`src/rtl/thresholding_loader.sv`:
```
// Streams C*(2^N-1) thresholds from AXI-Stream into the thresholding stage's
// AXI-Lite write port, one outstanding write at a time, channel-major order.
module thresholding_loader #(
  parameter int N = 2,
  parameter int M = 8,
  parameter int C = 3,
  localparam int A_BITS = $clog2(C) + N,
  localparam int C_BITS = (C < 2) ? 1 : $clog2(C),
  localparam int TW     = ((M + 7) / 8) * 8
) (
  input  logic              ap_clk,
  input  logic              ap_rst_n,
  input  logic              start,
  output logic              busy,
  output logic              done,
  output logic              err,
  output logic              s_axis_tready,
  input  logic              s_axis_tvalid,
  input  logic [TW-1:0]     s_axis_tdata,
  output logic              m_axilite_AWVALID,
  input  logic              m_axilite_AWREADY,
  output logic [A_BITS-1:0] m_axilite_AWADDR,
  output logic              m_axilite_WVALID,
  input  logic              m_axilite_WREADY,
  output logic [31:0]       m_axilite_WDATA,
  output logic [3:0]        m_axilite_WSTRB,
  input  logic              m_axilite_BVALID,
  output logic              m_axilite_BREADY,
  input  logic [1:0]        m_axilite_BRESP
);

  typedef enum logic [1:0] {IDLE, FETCH, WRITE, RESP} state_t;

  localparam logic [N-1:0]      IDX_LAST = N'(2**N - 2);
  localparam logic [C_BITS-1:0] CHN_LAST = C_BITS'(C - 1);

  state_t            state, state_nxt;
  logic [N-1:0]      idx;
  logic [C_BITS-1:0] chn;
  logic [M-1:0]      thr;
  logic              aw_done, w_done;
  logic              aw_hs, w_hs, last;

  assign busy              = (state != IDLE);
  assign s_axis_tready     = (state == FETCH);
  assign m_axilite_AWVALID = (state == WRITE) && !aw_done;
  assign m_axilite_WVALID  = (state == WRITE) && !w_done;
  assign m_axilite_BREADY  = (state == RESP);
  // Concatenation is one bit wider than A_BITS when C=1; the cast drops the unused channel bit.
  assign m_axilite_AWADDR  = A_BITS'({chn, idx});
  assign m_axilite_WDATA   = 32'(thr);
  assign m_axilite_WSTRB   = 4'hF;

  assign aw_hs = m_axilite_AWVALID && m_axilite_AWREADY;
  assign w_hs  = m_axilite_WVALID && m_axilite_WREADY;
  assign last  = (idx == IDX_LAST) && (chn == CHN_LAST);

  always_ff @(posedge ap_clk or negedge ap_rst_n) begin
    if (!ap_rst_n) state <= IDLE;
    else           state <= state_nxt;
  end

  always_comb begin
    state_nxt = state;
    case (state)
      IDLE:  if (start) state_nxt = FETCH;
      FETCH: if (s_axis_tvalid) state_nxt = WRITE;
      WRITE: if ((aw_done || aw_hs) && (w_done || w_hs)) state_nxt = RESP;
      RESP:  if (m_axilite_BVALID) state_nxt = last ? IDLE : FETCH;
      default: state_nxt = IDLE;
    endcase
  end

  always_ff @(posedge ap_clk or negedge ap_rst_n) begin
    if (!ap_rst_n) begin
      idx     <= '0;
      chn     <= '0;
      thr     <= '0;
      aw_done <= 1'b0;
      w_done  <= 1'b0;
      done    <= 1'b0;
      err     <= 1'b0;
    end else begin
      case (state)
        IDLE: if (start) begin
          done <= 1'b0;
          err  <= 1'b0;
          idx  <= '0;
          chn  <= '0;
        end
        FETCH: if (s_axis_tvalid) begin
          thr     <= s_axis_tdata[M-1:0];
          aw_done <= 1'b0;
          w_done  <= 1'b0;
        end
        // AW and W complete independently; each valid drops after its own handshake.
        WRITE: begin
          if (aw_hs) aw_done <= 1'b1;
          if (w_hs)  w_done  <= 1'b1;
        end
        RESP: if (m_axilite_BVALID) begin
          err <= err | (m_axilite_BRESP != 2'b00);
          if (last) begin
            done <= 1'b1;
          end else if (idx == IDX_LAST) begin
            idx <= '0;
            chn <= chn + C_BITS'(1);
          end else begin
            idx <= idx + N'(1);
          end
        end
        default: ;
      endcase
    end
  end

endmodule

```
`config.mk`:
```
export PLATFORM = sky130hd
export DESIGN_NAME = thresholding_loader
export DESIGN_NICKNAME = d
export VERILOG_FILES = /design/src/rtl/thresholding_loader.sv
export SDC_FILE = /design/constraint.sdc
export NUM_CORES = 1
export LEC_CHECK = 0
export BUFFER_PORTS_ARGS = -buffer_cell sky130_fd_sc_hd__buf_2
export CAP_MARGIN = 40
export CORE_ASPECT_RATIO = 0.9
export CORE_MARGIN = 2
export CORE_UTILIZATION = 39
export DETAILED_ROUTE_END_ITERATION = 16
export PLACE_DENSITY = 0.75
export SYNTH_ARGS = -nofsm -noshare
export SYNTH_HDL_FRONTEND = slang
export SYNTH_SLANG_ARGS = --single-unit
```
`constraint.sdc`:
```
create_clock -name ap_clk -period 1.7 [get_ports ap_clk]
set_input_delay 0 -clock ap_clk [delete_from_list [all_inputs] [get_ports ap_clk]]
set_output_delay 0 -clock ap_clk [all_outputs]
set_load 0.005 [all_outputs]
```
After elaboration in Yosys (flattened, before gate mapping)
Cells that the tools add are included.

Bits in registers: 18. Latch bits: 0. Memory bits (writable): 0. Memory bits (read-only): 0. Bits of input ports: 17. Output and inout port bits: 47. Memories: 0.

Add/subtract/negate cells: 2. $mul: 0. Divide/modulo/power cells: 0. $lt $le $gt $ge: 0. Equality and inequality tests: 14. Shifts and indexed selects: 0. Multiplexer cells: 26. Bitwise logic cells: 1. Reductions and logical operators: 23.

Operator list (count): 2-to-1 mux 2 bit (11); AND reduction 4 bit (3); inequality test 2 bit (second input constant) (5); AND reduction 3 bit (3); equality test 2 bit (second input constant) (4); 2-to-1 mux 1 bit (8); inequality test 2 x 1 -> 1 bit (second input constant) (4); one-hot mux 1 bit (2 select lines) (4); one-hot mux 2 bit (2 select lines) (2); one-hot mux 2 bit (4 select lines) (1); nonzero test 2 bit (4); logical AND 1 bit (6); AND reduction 5 bit (1); adder 2 x 1 -> 2 bit (second input constant) (2); equality test 2 x 1 -> 1 bit (second input constant) (1); logical NOT 1 bit (2); logical NOT 2 bit (1); logical OR 1 bit (2); AND reduction 2 bit (1); bitwise OR 1 bit (1).

Logic depth before layout (Yosys ltp)
Gate-level depths: netlist (run 1).

Depth in word-level cells: 7. Gate-level depth with buffers: 7. Depth with buffers taken out: 6.

Worst setup path after synthesis (run 1)
No wires, ideal clock.

Path type: reg-to-reg. Start point: register state[0]. End point: register state[1]. Arrival time: 1587 ps. Required time: 1575 ps. Path slack: -12 ps. Stages on the path, launching flop included: 7. Path buffers: 0. Clock period less this slack: 1712 ps. Path through: dfrtp_1 inv_1 ha_1 nor2b_4 nor2b_1 or3_4 mux2_4.

Longest elaborated chain between the ends: 7.

Ends and longest elaborated chain: from (decl) (line 37) `state_t state, state_nxt;`; from (signal assigned) (line 60) `else state <= state_nxt;`; equality test 2 bit (line 47) `assign m_axilite_WVALID = (state == WRITE) && !w_done;`; logical AND 1 bit (line 47); net m_axilite_WVALID (line 23) `output logic m_axilite_WVALID,`; logical AND 1 bit (line 55) `assign w_hs = m_axilite_WVALID && m_axilite_WREADY;`; logical OR 1 bit (line 68) `WRITE: if ((aw_done || aw_hs) && (w_done || w_hs)) state_nxt = RESP;`; logical AND 1 bit (line 68); inequality test 2 x 1 -> 1 bit (no line); AND reduction 4 bit (no line).

The timed path passes the listed nets, and every way through them passes these cells. A chain may end at the register's enable or synchronous reset.

Worst setup path after layout (run 1)
Start point: register state[1]. End point: register state[1].

Longest elaborated chain between the ends: 7.

Ends and longest elaborated chain (line): equality test 2 bit (46, 47, 65); logical AND 1 bit (on tied branches) (46, 47); logical AND 1 bit (on tied branches) (54, 55); logical OR 1 bit (68); logical AND 1 bit (68); inequality test 2 x 1 -> 1 bit (no line); AND reduction 4 bit (no line).

Parallel ways exist; a longest one is shown, timed or not.

==> flow_metrics.env, run 1 <==
export IMPL_cts_buffer_depth=2
export IMPL_start_kind="flop"
export IMPL_drtPass1Iterations=4
export IMPL_gp_congestion=0.785
export IMPL_start_util=0.414
export IMPL_power_static_leakage_nw=0.761
export IMPL_numCtsBuffers=3
export IMPL_clkLatencyLatePin_ns=0.29
export IMPL_r2r_end="state[1]"
export IMPL_switching_power_w=0.000868
export IMPL_arrival_ns=1.84
export IMPL_wl_per_cell_um=11.4
export IMPL_hold_path_class="input port to flop"
export IMPL_io_pin_count=64
export IMPL_h_tree_depth=1
export IMPL_power_frac_seq=0.339
export IMPL_drtIter0Drc=36
export IMPL_syn_area_mm2=0.00115
export IMPL_clock_root_buffer="clkbuf_4"
export IMPL_synth_top_area_frac=0.393
export IMPL_place_inst=186
export IMPL_hp_start="m_axilite_WREADY"
export IMPL_dp_hpwl_um=1700
export IMPL_die_area_mm2=0.00339
export IMPL_synth_most_common_cell="buf_4"
export IMPL_grt_max_degree=19
export IMPL_netlist_top_cells_count="28 x buf_4, 18 x dfrtp_1, 8 x mux2_2"
export IMPL_p_sw_frac=0.375
export IMPL_yosysUniqueCellTypes=28
export IMPL_yosysWarnings=0
export IMPL_p_per_area_mw_per_mm2=1570
export IMPL_outcome="completed"
export IMPL_rsz0062_at_grt="yes"
export IMPL_cp_end_kind="flop"
export IMPL_nets=187
export IMPL_track_usage=0.132
export IMPL_drc=0
export IMPL_rr_startpoint="state[1]"
export IMPL_holdPathStages=3
export IMPL_whs_ns=0.0278
export IMPL_overflow=0
export IMPL_via_per_inst=4.27
export IMPL_cpMaxStageDelayCell="dfrtp_2"
export IMPL_first_global_vias=823
export IMPL_die_y_um=55.4
export IMPL_clk_pin_slew_ns=0.10
export IMPL_synth_edf_count=0
export IMPL_yosysTopAreaCell="dfrtp_1"
export IMPL_io_buffer_count=35
export IMPL_syn_avg_cell_area_um2=10.4
export IMPL_max_stage_delay_ns=0.46
export IMPL_yosys_area_share_simple=0.114
export IMPL_fmax_ghz=0.601
export IMPL_finalMaxSlewViolations=0
export IMPL_fin_crit_ns=1.66
export IMPL_synth_compound_area_frac=0.117
export IMPL_p_clk_frac=0.111
export IMPL_synth_area_top_cells="dfrtp_1 39%, buf_4 18%, mux2_2 7.9%"
export IMPL_vias=867
export IMPL_crit_type="flop to flop"
export IMPL_worstRegToRegCells=5
export IMPL_pwr_share_comb=0.550
export IMPL_fillerInstances=254
export IMPL_holdPathEnd="w_done"
export IMPL_fin_cells=203
export IMPL_synth_top_family_by_area="buffers and inverters"
export IMPL_crit_fanout=5
export IMPL_maxCapViolCount=0
export IMPL_cts_num_sinks=18
export IMPL_wirelength_um=2310
export IMPL_synthAdderAreaFrac=0.0655
export IMPL_drtAntennaViolNets=0
export IMPL_r2r_slack_ns=0.04
export IMPL_postSynth_asyncResetShare=1.00
export IMPL_required_ns=1.88
export IMPL_final_period_utilization=0.979
export IMPL_crit_chain="ha_2, inv_2, o22ai_2, or3_4, mux2_4"
export IMPL_antenna_found_initial=0
export IMPL_irDropWorstVdd_mv=0.826
export IMPL_clock_skew_ns=0.000836
export IMPL_p_total_w=0.00232
export IMPL_grt_pass1_wl_um=3460
export IMPL_setup_violations_final=0
export IMPL_diodes=0
export IMPL_syn_inst=110
export IMPL_area_delta_synth_final_pct=28.9
export IMPL_layout_drive_gt1_share=0.442
export IMPL_ys_ff_latch=18
export IMPL_cts_tree="done"
export IMPL_hold_violations=0
export IMPL_seq_area_frac_synth=0.393
export IMPL_synth_flop_cell="dfrtp_1"
export IMPL_die_x_um=61.1
export IMPL_core_rowCount=18
export IMPL_synth_mux_area_frac=0.0917
export IMPL_intPower_w=0.00145
export IMPL_yosys_area_share_xor_xnor=0
export IMPL_coreArea_mm2=0.00277
==> critical path, delay by kind of cell, from the launching register on <==
family | cells | cell delay (ns)
multiplexers | 1 | 0.30
flip-flops | 1 | 0.46
AND/OR/NAND/NOR | 1 | 0.38
adder cells (fa/ha/maj) | 1 | 0.22
AO/OA/AOI/OAI | 1 | 0.10
buffers and inverters | 1 | 0.09
==> metal layers <==
| metal | part of all wire | global-route usage | vias up |
|---|---|---|---|
| met3 | 0.070 | 0.0468 | 2 |
| met1 | 0.40 | 0.153 | 404 |
| li1 | - | - | 421 |
| met2 | 0.52 | 0.234 | 40 |
| met5 | 0 | 0 | - |
| met4 | 0.0061 | 0.0124 | 0 |
==> final cells by class <==
class	count	area (µm²)	area share
multi-input combinational	83	589	0.399
sequential	18	452	0.306
timing repair buffer	52	328	0.222
tap	40	50.0	0.0339
clock buffer	4	36.3	0.0246
inverter	6	22.5	0.0152
==> logic make-up after synthesis <==
kind of cell,Yosys count
buffers and inverters,35
and+or+nand+nor,21
AOI/OAI and AO/OA,19
muxes,9
adders and majority gates,6
DFF,18
other,2
==> what timing repair did <==
action	in CTS	in global routing
hold buffers	10	0
setup endpoints to repair	1	5
buffers inserted	2	1
pin swaps	2	3
resized for setup	7	7
hold endpoints to repair	27	0
==> power by group through the flow <==
stage | logic, W | registers [W] | clock network (W)
after global routing | 0.00142 | 0.000811 | 0.000290
after floorplan | 0.000791 | 0.000770 | 0
final | 0.00128 | 0.000785 | 0.000258
after global placement | 0.00108 | 0.000762 | 0
after CTS | 0.00123 | 0.000785 | 0.000269
after detailed placement | 0.00114 | 0.000782 | 0
==> stage by stage <==
step / utilization / setup TNS [ns] / worst slack (ns) / instance area (µm²)
2_1_floorplan: - / 0 / 0.0164 / 1250
3_3_place_gp: 0.462 / 0 / 0.0172 / 1280
3_5_place_dp: 0.462 / -0.0656 / -0.0656 / 1280
4_1_cts: 0.524 / 0 / 0.000940 / 1450
5_1_grt: 0.533 / -0.00980 / -0.00980 / 1480
6_report: 0.533 / 0 / 0.0357 / 1480
==> state kept, by name (all words and copies together) (netlist names) <==
register	cells
aw_done	1
chn	2
done	1
err	1
idx	2
state	2
thr	8
w_done	1
==> cells in the final DEF, fill, tap and decap left out, types with 2 or more instances in the layout <==
master / n
buf_2: 35
conb_1: 28
dfrtp_1: 17
dlygate4sd3_1: 10
mux2_2: 8
buf_4: 7
nand2_1: 5
a21oi_1: 5
inv_2: 4
nor2_1: 4
nand2b_1: 3
a22o_1: 3
ha_2: 3
clkbuf_4: 3
inv_1: 2
nor2b_4: 2
nor2b_1: 2
o22ai_1: 2
o22a_1: 2
ha_1: 2
==> worst max-delay path by stage <==
stage | start | to | slack, ns | cells after the start
floorplan | state[1] | state[1] | 0.02 | 5
global placement | state[0] | state[1] | 0.02 | 6
detailed placement | state[0] | state[1] | -0.07 | 6
CTS | state[0] | state[1] | 0.0009 | 6
global route | state[0] | state[1] | -0.01 | 6
finish | state[1] | state[1] | 0.04 | 5
(Power assumes the default switching activity.)
==> run 2: changes to the inputs <==
--- a/config.mk
+++ b/config.mk
@@ -6,12 +6,12 @@
 export NUM_CORES = 1
 export LEC_CHECK = 0
 export BUFFER_PORTS_ARGS = -buffer_cell sky130_fd_sc_hd__buf_2
-export CAP_MARGIN = 40
+export CAP_MARGIN = 25
 export CORE_ASPECT_RATIO = 0.9
 export CORE_MARGIN = 2
 export CORE_UTILIZATION = 39
 export DETAILED_ROUTE_END_ITERATION = 16
-export PLACE_DENSITY = 0.75
+export PLACE_DENSITY = 0.72
 export SYNTH_ARGS = -nofsm -noshare
 export SYNTH_HDL_FRONTEND = slang
 export SYNTH_SLANG_ARGS = --single-unit
==> flow_metrics.env, run 2 (synthesized netlist as in run 1, its figures left out) <==
export IMPL_outcome="completed"
export IMPL_diodes=0
export IMPL_vias=883
export IMPL_drc=0
export IMPL_p_clk_frac=0.113
export IMPL_grt_pass1_wl_um=3750
export IMPL_io_pin_count=64
export IMPL_numCtsBuffers=3
export IMPL_via_per_inst=4.29
export IMPL_largest_reg_flops=8
export IMPL_drtIter0Drc=4
export IMPL_holdPathStages=4
export IMPL_final_period_utilization=0.995
export IMPL_area_delta_synth_final_pct=30.8
export IMPL_p_sw_frac=0.369
export IMPL_clk_pin_slew_ns=0.11
export IMPL_crit_fanout=5
export IMPL_layout_common_cells="35 x buf_2, 28 x conb_1, 17 x dfrtp_1"
export IMPL_setup_violations_final=0
export IMPL_drtAntennaViolNets=0
export IMPL_track_usage=0.146
export IMPL_rsz0062_at_grt="yes"
export IMPL_first_global_vias=878
export IMPL_overflow=0
export IMPL_switching_power_w=0.000861
export IMPL_clock_skew_ns=0.00461
export IMPL_wirelength_um=2270
export IMPL_fillerInstances=254
export IMPL_fmax_ghz=0.591
export IMPL_layout_drive_gt1_share=0.440
export IMPL_arrival_ns=1.87
export IMPL_wl_per_cell_um=11.0
export IMPL_hp_start="m_axilite_BRESP[0]"
export IMPL_dp_hpwl_um=1650
export IMPL_coreArea_mm2=0.00277
export IMPL_io_buffer_count=35
export IMPL_die_y_um=55.4
export IMPL_core_rowCount=18
export IMPL_cts_buffer_depth=2
export IMPL_nets=190
export IMPL_fin_util=0.541
export IMPL_start_kind="flop"
export IMPL_clkLatencyLatePin_ns=0.29
export IMPL_die_x_um=61.1
export IMPL_whs_ns=0.0460
export IMPL_drtPass1Iterations=4
export IMPL_r2r_end="state[1]"
export IMPL_p_per_area_mw_per_mm2=1560
export IMPL_die_area_mm2=0.00339
export IMPL_required_ns=1.88
export IMPL_start_util=0.414
export IMPL_worstRegToRegCells=5
export IMPL_cts_tree="done"
export IMPL_crit_type="flop to flop"
export IMPL_rr_startpoint="state[1]"
export IMPL_fin_crit_ns=1.69
export IMPL_pwr_share_comb=0.549
export IMPL_finalMaxSlewViolations=0
export IMPL_intPower_w=0.00147
export IMPL_antenna_found_initial=0
export IMPL_final_common_cell="buf_2"
export IMPL_gp_congestion=0.806
export IMPL_power_frac_seq=0.338
export IMPL_hold_path_class="input port to flop"
export IMPL_hold_violations=0
export IMPL_power_static_leakage_nw=0.776
export IMPL_r2r_slack_ns=0.009
export IMPL_cp_end_kind="flop"
export IMPL_holdPathEnd="err"
export IMPL_clock_root_buffer="clkbuf_4"
export IMPL_regMostFlops="thr"
export IMPL_place_inst=187
export IMPL_grt_max_degree=19
export IMPL_h_tree_depth=1
export IMPL_fin_cells=206
export IMPL_maxCapViolCount=0
export IMPL_cts_num_sinks=18
export IMPL_irDropWorstVdd_mv=0.780
## run 2: cell types whose count changed in the layout (fill, tap and decap cells not counted), sizes merged
| cell | delta |
|---|---|
| dlygate4sd3 | +1 |
| buf | +2 |
## run 2: area by class of cell
type                            count  area (µm²)  area share
Tap cell                           40        50.0      0.0334
Timing Repair Buffer               55         353       0.235
Inverter                            6        22.5      0.0150
Multi-Input combinational cell     83         586       0.391
Sequential cell                    18         452       0.301
Clock buffer                        4        36.3      0.0242
## run 2: power by group through the flow
stage / clock (W) / combinational (W) / sequential (W)
floorplan: 0 / 0.000791 / 0.000770
global placement: 0 / 0.00110 / 0.000761
detailed placement: 0 / 0.00115 / 0.000774
CTS: 0.000276 / 0.00121 / 0.000780
global route: 0.000301 / 0.00143 / 0.000817
finish: 0.000263 / 0.00128 / 0.000788
## run 2: metrics by stage
stage	setup TNS, ns	cell area, µm²	setup slack, ns	power (W)
after global placement	0	1290	0.0213	0.00186
after global routing	-0.0394	1500	-0.0394	0.00255
after floorplan	0	1250	0.0164	0.00156
after detailed placement	-0.0431	1290	-0.0431	0.00192
after CTS	0	1450	0.000874	0.00226
final	0	1500	0.00883	0.00233
## run 2: per-layer routing
metal  track usage  share of wire
met1         0.174           0.40
met2         0.246           0.54
met3        0.0375          0.063
met4        0.0559              0
met5             0              0
## run 2: critical path: stages, from the launching register on
cell and delay (ns):
dfrtp_2 0.47, ha_4 0.18, nor2b_4 0.12, nor2b_4 0.12, or3_4 0.39, mux2_4 0.30
## run 2: worst max path at each step
stage          startpoint       end  slack [ns]
5_1_grt          state[0]  state[1]       -0.04
4_1_cts          state[1]  state[1]      0.0009
3_3_place_gp     state[0]  state[1]        0.02
6_report         state[1]  state[1]       0.009
3_5_place_dp     state[1]  state[1]       -0.04
2_1_floorplan    state[1]  state[1]        0.02
## run 2: repair_timing
| action | 4_1_cts | 5_1_grt |
|---|---|---|
| hold buffers | 11 | 0 |
| gates resized for setup | 5 | 8 |
| setup buffers | 1 | 3 |
| hold endpoints to repair | 28 | 0 |
| pin swaps | 0 | 3 |
| endpoints found under the setup margin | 3 | 15 |
==> run 3: changes to the inputs <==
--- a/config.mk
+++ b/config.mk
@@ -7,11 +7,13 @@
 export LEC_CHECK = 0
 export BUFFER_PORTS_ARGS = -buffer_cell sky130_fd_sc_hd__buf_2
 export CAP_MARGIN = 25
+export CELL_PAD_IN_SITES_DETAIL_PLACEMENT = 0
+export CELL_PAD_IN_SITES_GLOBAL_PLACEMENT = 2
 export CORE_ASPECT_RATIO = 0.9
 export CORE_MARGIN = 2
-export CORE_UTILIZATION = 39
+export CORE_UTILIZATION = 22
 export DETAILED_ROUTE_END_ITERATION = 16
-export PLACE_DENSITY = 0.72
+export PLACE_DENSITY = 0.71
 export SYNTH_ARGS = -nofsm -noshare
 export SYNTH_HDL_FRONTEND = slang
 export SYNTH_SLANG_ARGS = --single-unit
==> flow_metrics.env, run 3 (synthesized netlist as in run 1, its figures left out) <==
export IMPL_finalMaxSlewViolations=0
export IMPL_fmax_ghz=0.593
export IMPL_fin_util=0.312
export IMPL_die_y_um=72.5
export IMPL_core_rowCount=24
export IMPL_nets=189
export IMPL_setup_violations_final=0
export IMPL_track_usage=0.0861
export IMPL_overflow=0
export IMPL_crit_type="flop to flop"
export IMPL_start_kind="flop"
export IMPL_numCtsBuffers=3
export IMPL_hold_violations=0
export IMPL_io_pin_count=64
export IMPL_via_per_inst=3.91
export IMPL_irDropWorstVdd_mv=0.655
export IMPL_drtPass1Iterations=4
export IMPL_fin_cells=230
export IMPL_diodes=0
export IMPL_drtIter0Drc=28
export IMPL_gp_congestion=0.693
export IMPL_clk_pin_slew_ns=0.07
export IMPL_cts_buffer_depth=2
export IMPL_io_buffer_count=35
export IMPL_clkLatencyLatePin_ns=0.25
export IMPL_place_inst=214
export IMPL_holdPathStages=3
export IMPL_grt_pass1_wl_um=3770
export IMPL_layout_common_cells="35 x buf_2, 28 x conb_1, 17 x dfrtp_1"
export IMPL_clock_root_buffer="clkbuf_8"
export IMPL_power_static_leakage_nw=0.780
export IMPL_area_delta_synth_final_pct=34.2
export IMPL_start_util=0.233
export IMPL_first_global_vias=836
export IMPL_grt_max_degree=19
export IMPL_arrival_ns=1.82
export IMPL_maxCapViolCount=0
export IMPL_largest_reg_flops=8
export IMPL_hold_path_class="input port to flop"
export IMPL_crit_fanout=5
export IMPL_outcome="completed"
export IMPL_dp_hpwl_um=1930
export IMPL_required_ns=1.84
export IMPL_drc=0
export IMPL_regMostFlops="thr"
export IMPL_fillerInstances=526
export IMPL_die_x_um=80.1
export IMPL_h_tree_depth=1
export IMPL_final_common_cell="buf_2"
export IMPL_fin_crit_ns=1.69
export IMPL_die_area_mm2=0.00580
export IMPL_layout_drive_gt1_share=0.430
export IMPL_final_period_utilization=0.992
export IMPL_p_total_w=0.00244
export IMPL_wl_per_cell_um=11.2
export IMPL_antenna_found_initial=0
export IMPL_cts_tree="done"
export IMPL_cts_num_sinks=18
export IMPL_clock_skew_ns=0.00136
export IMPL_whs_ns=0.0335
export IMPL_rsz0062_at_grt="yes"
export IMPL_coreArea_mm2=0.00492
export IMPL_drtAntennaViolNets=0
export IMPL_vias=900
export IMPL_wirelength_um=2570
export IMPL_cp_end_kind="flop"
export IMPL_p_per_area_mw_per_mm2=1590
export IMPL_worstRegToRegCells=5
## run 3: cell types whose count changed in the layout (fill, tap and decap cells not counted), sizes merged
cell and delta:
buf +1, dlygate4sd3 -2
## run 3: critical path, stage by stage, from the launching register on
cell and delay (ns):
dfrtp_2 0.45, ha_1 0.24, inv_2 0.10, o22ai_2 0.10, or3_4 0.38, mux2_4 0.30
## run 3: final cells by class
class	instances	area, µm²	share of cell area
clock buffer	4	55.1	0.0358
inverter	6	22.5	0.0146
multi-input combinational	83	587	0.382
sequential	18	452	0.294
tap	65	81.3	0.0529
timing repair buffer	54	340	0.221
## run 3: report_power, final
group          internal (W)  switching (W)  total, W
combinational      0.000740       0.000569   0.00131
clock              0.000206       0.000145  0.000351
sequential         0.000625       0.000156  0.000781
## run 3: per-stage QoR
step / area [µm²] / worst slack (ns) / TNS, ns
2_1_floorplan: 1250 / 0.0164 / 0
3_3_place_gp: 1330 / 0.00134 / 0
3_5_place_dp: 1330 / -0.0339 / -0.0339
4_1_cts: 1510 / 0.00236 / 0
5_1_grt: 1540 / -0.0481 / -0.0481
6_report: 1540 / 0.0133 / 0
## run 3: final timing paths
kind | startpoint | endpoint | slack [ns]
min in group asynchronous | ap_rst_n | err | 0.22
max in group asynchronous | ap_rst_n | state[1] | 1.14
setup reg to reg | state[1] | state[1] | 0.01
hold reg to reg | err | err | 0.48
setup / recovery | state[1] | state[1] | 0.01
hold / removal | m_axilite_AWREADY | aw_done | 0.03
## run 3: metal layers
layer,GRT usage,share of wire,vias up
li1,-,-,425
met1,0.0941,0.40,440
met2,0.156,0.53,33
met3,0.0299,0.065,2
met4,0.0282,0.0055,0
met5,0,0,-
## run 3: repair_timing
item,in CTS,in global routing
pin swaps,0,3
setup endpoints to repair,2,5
hold buffers,9,0
gates cloned,0,0
endpoints found under the hold margin,26,0
gates resized for setup,7,4
buffers inserted,2,1
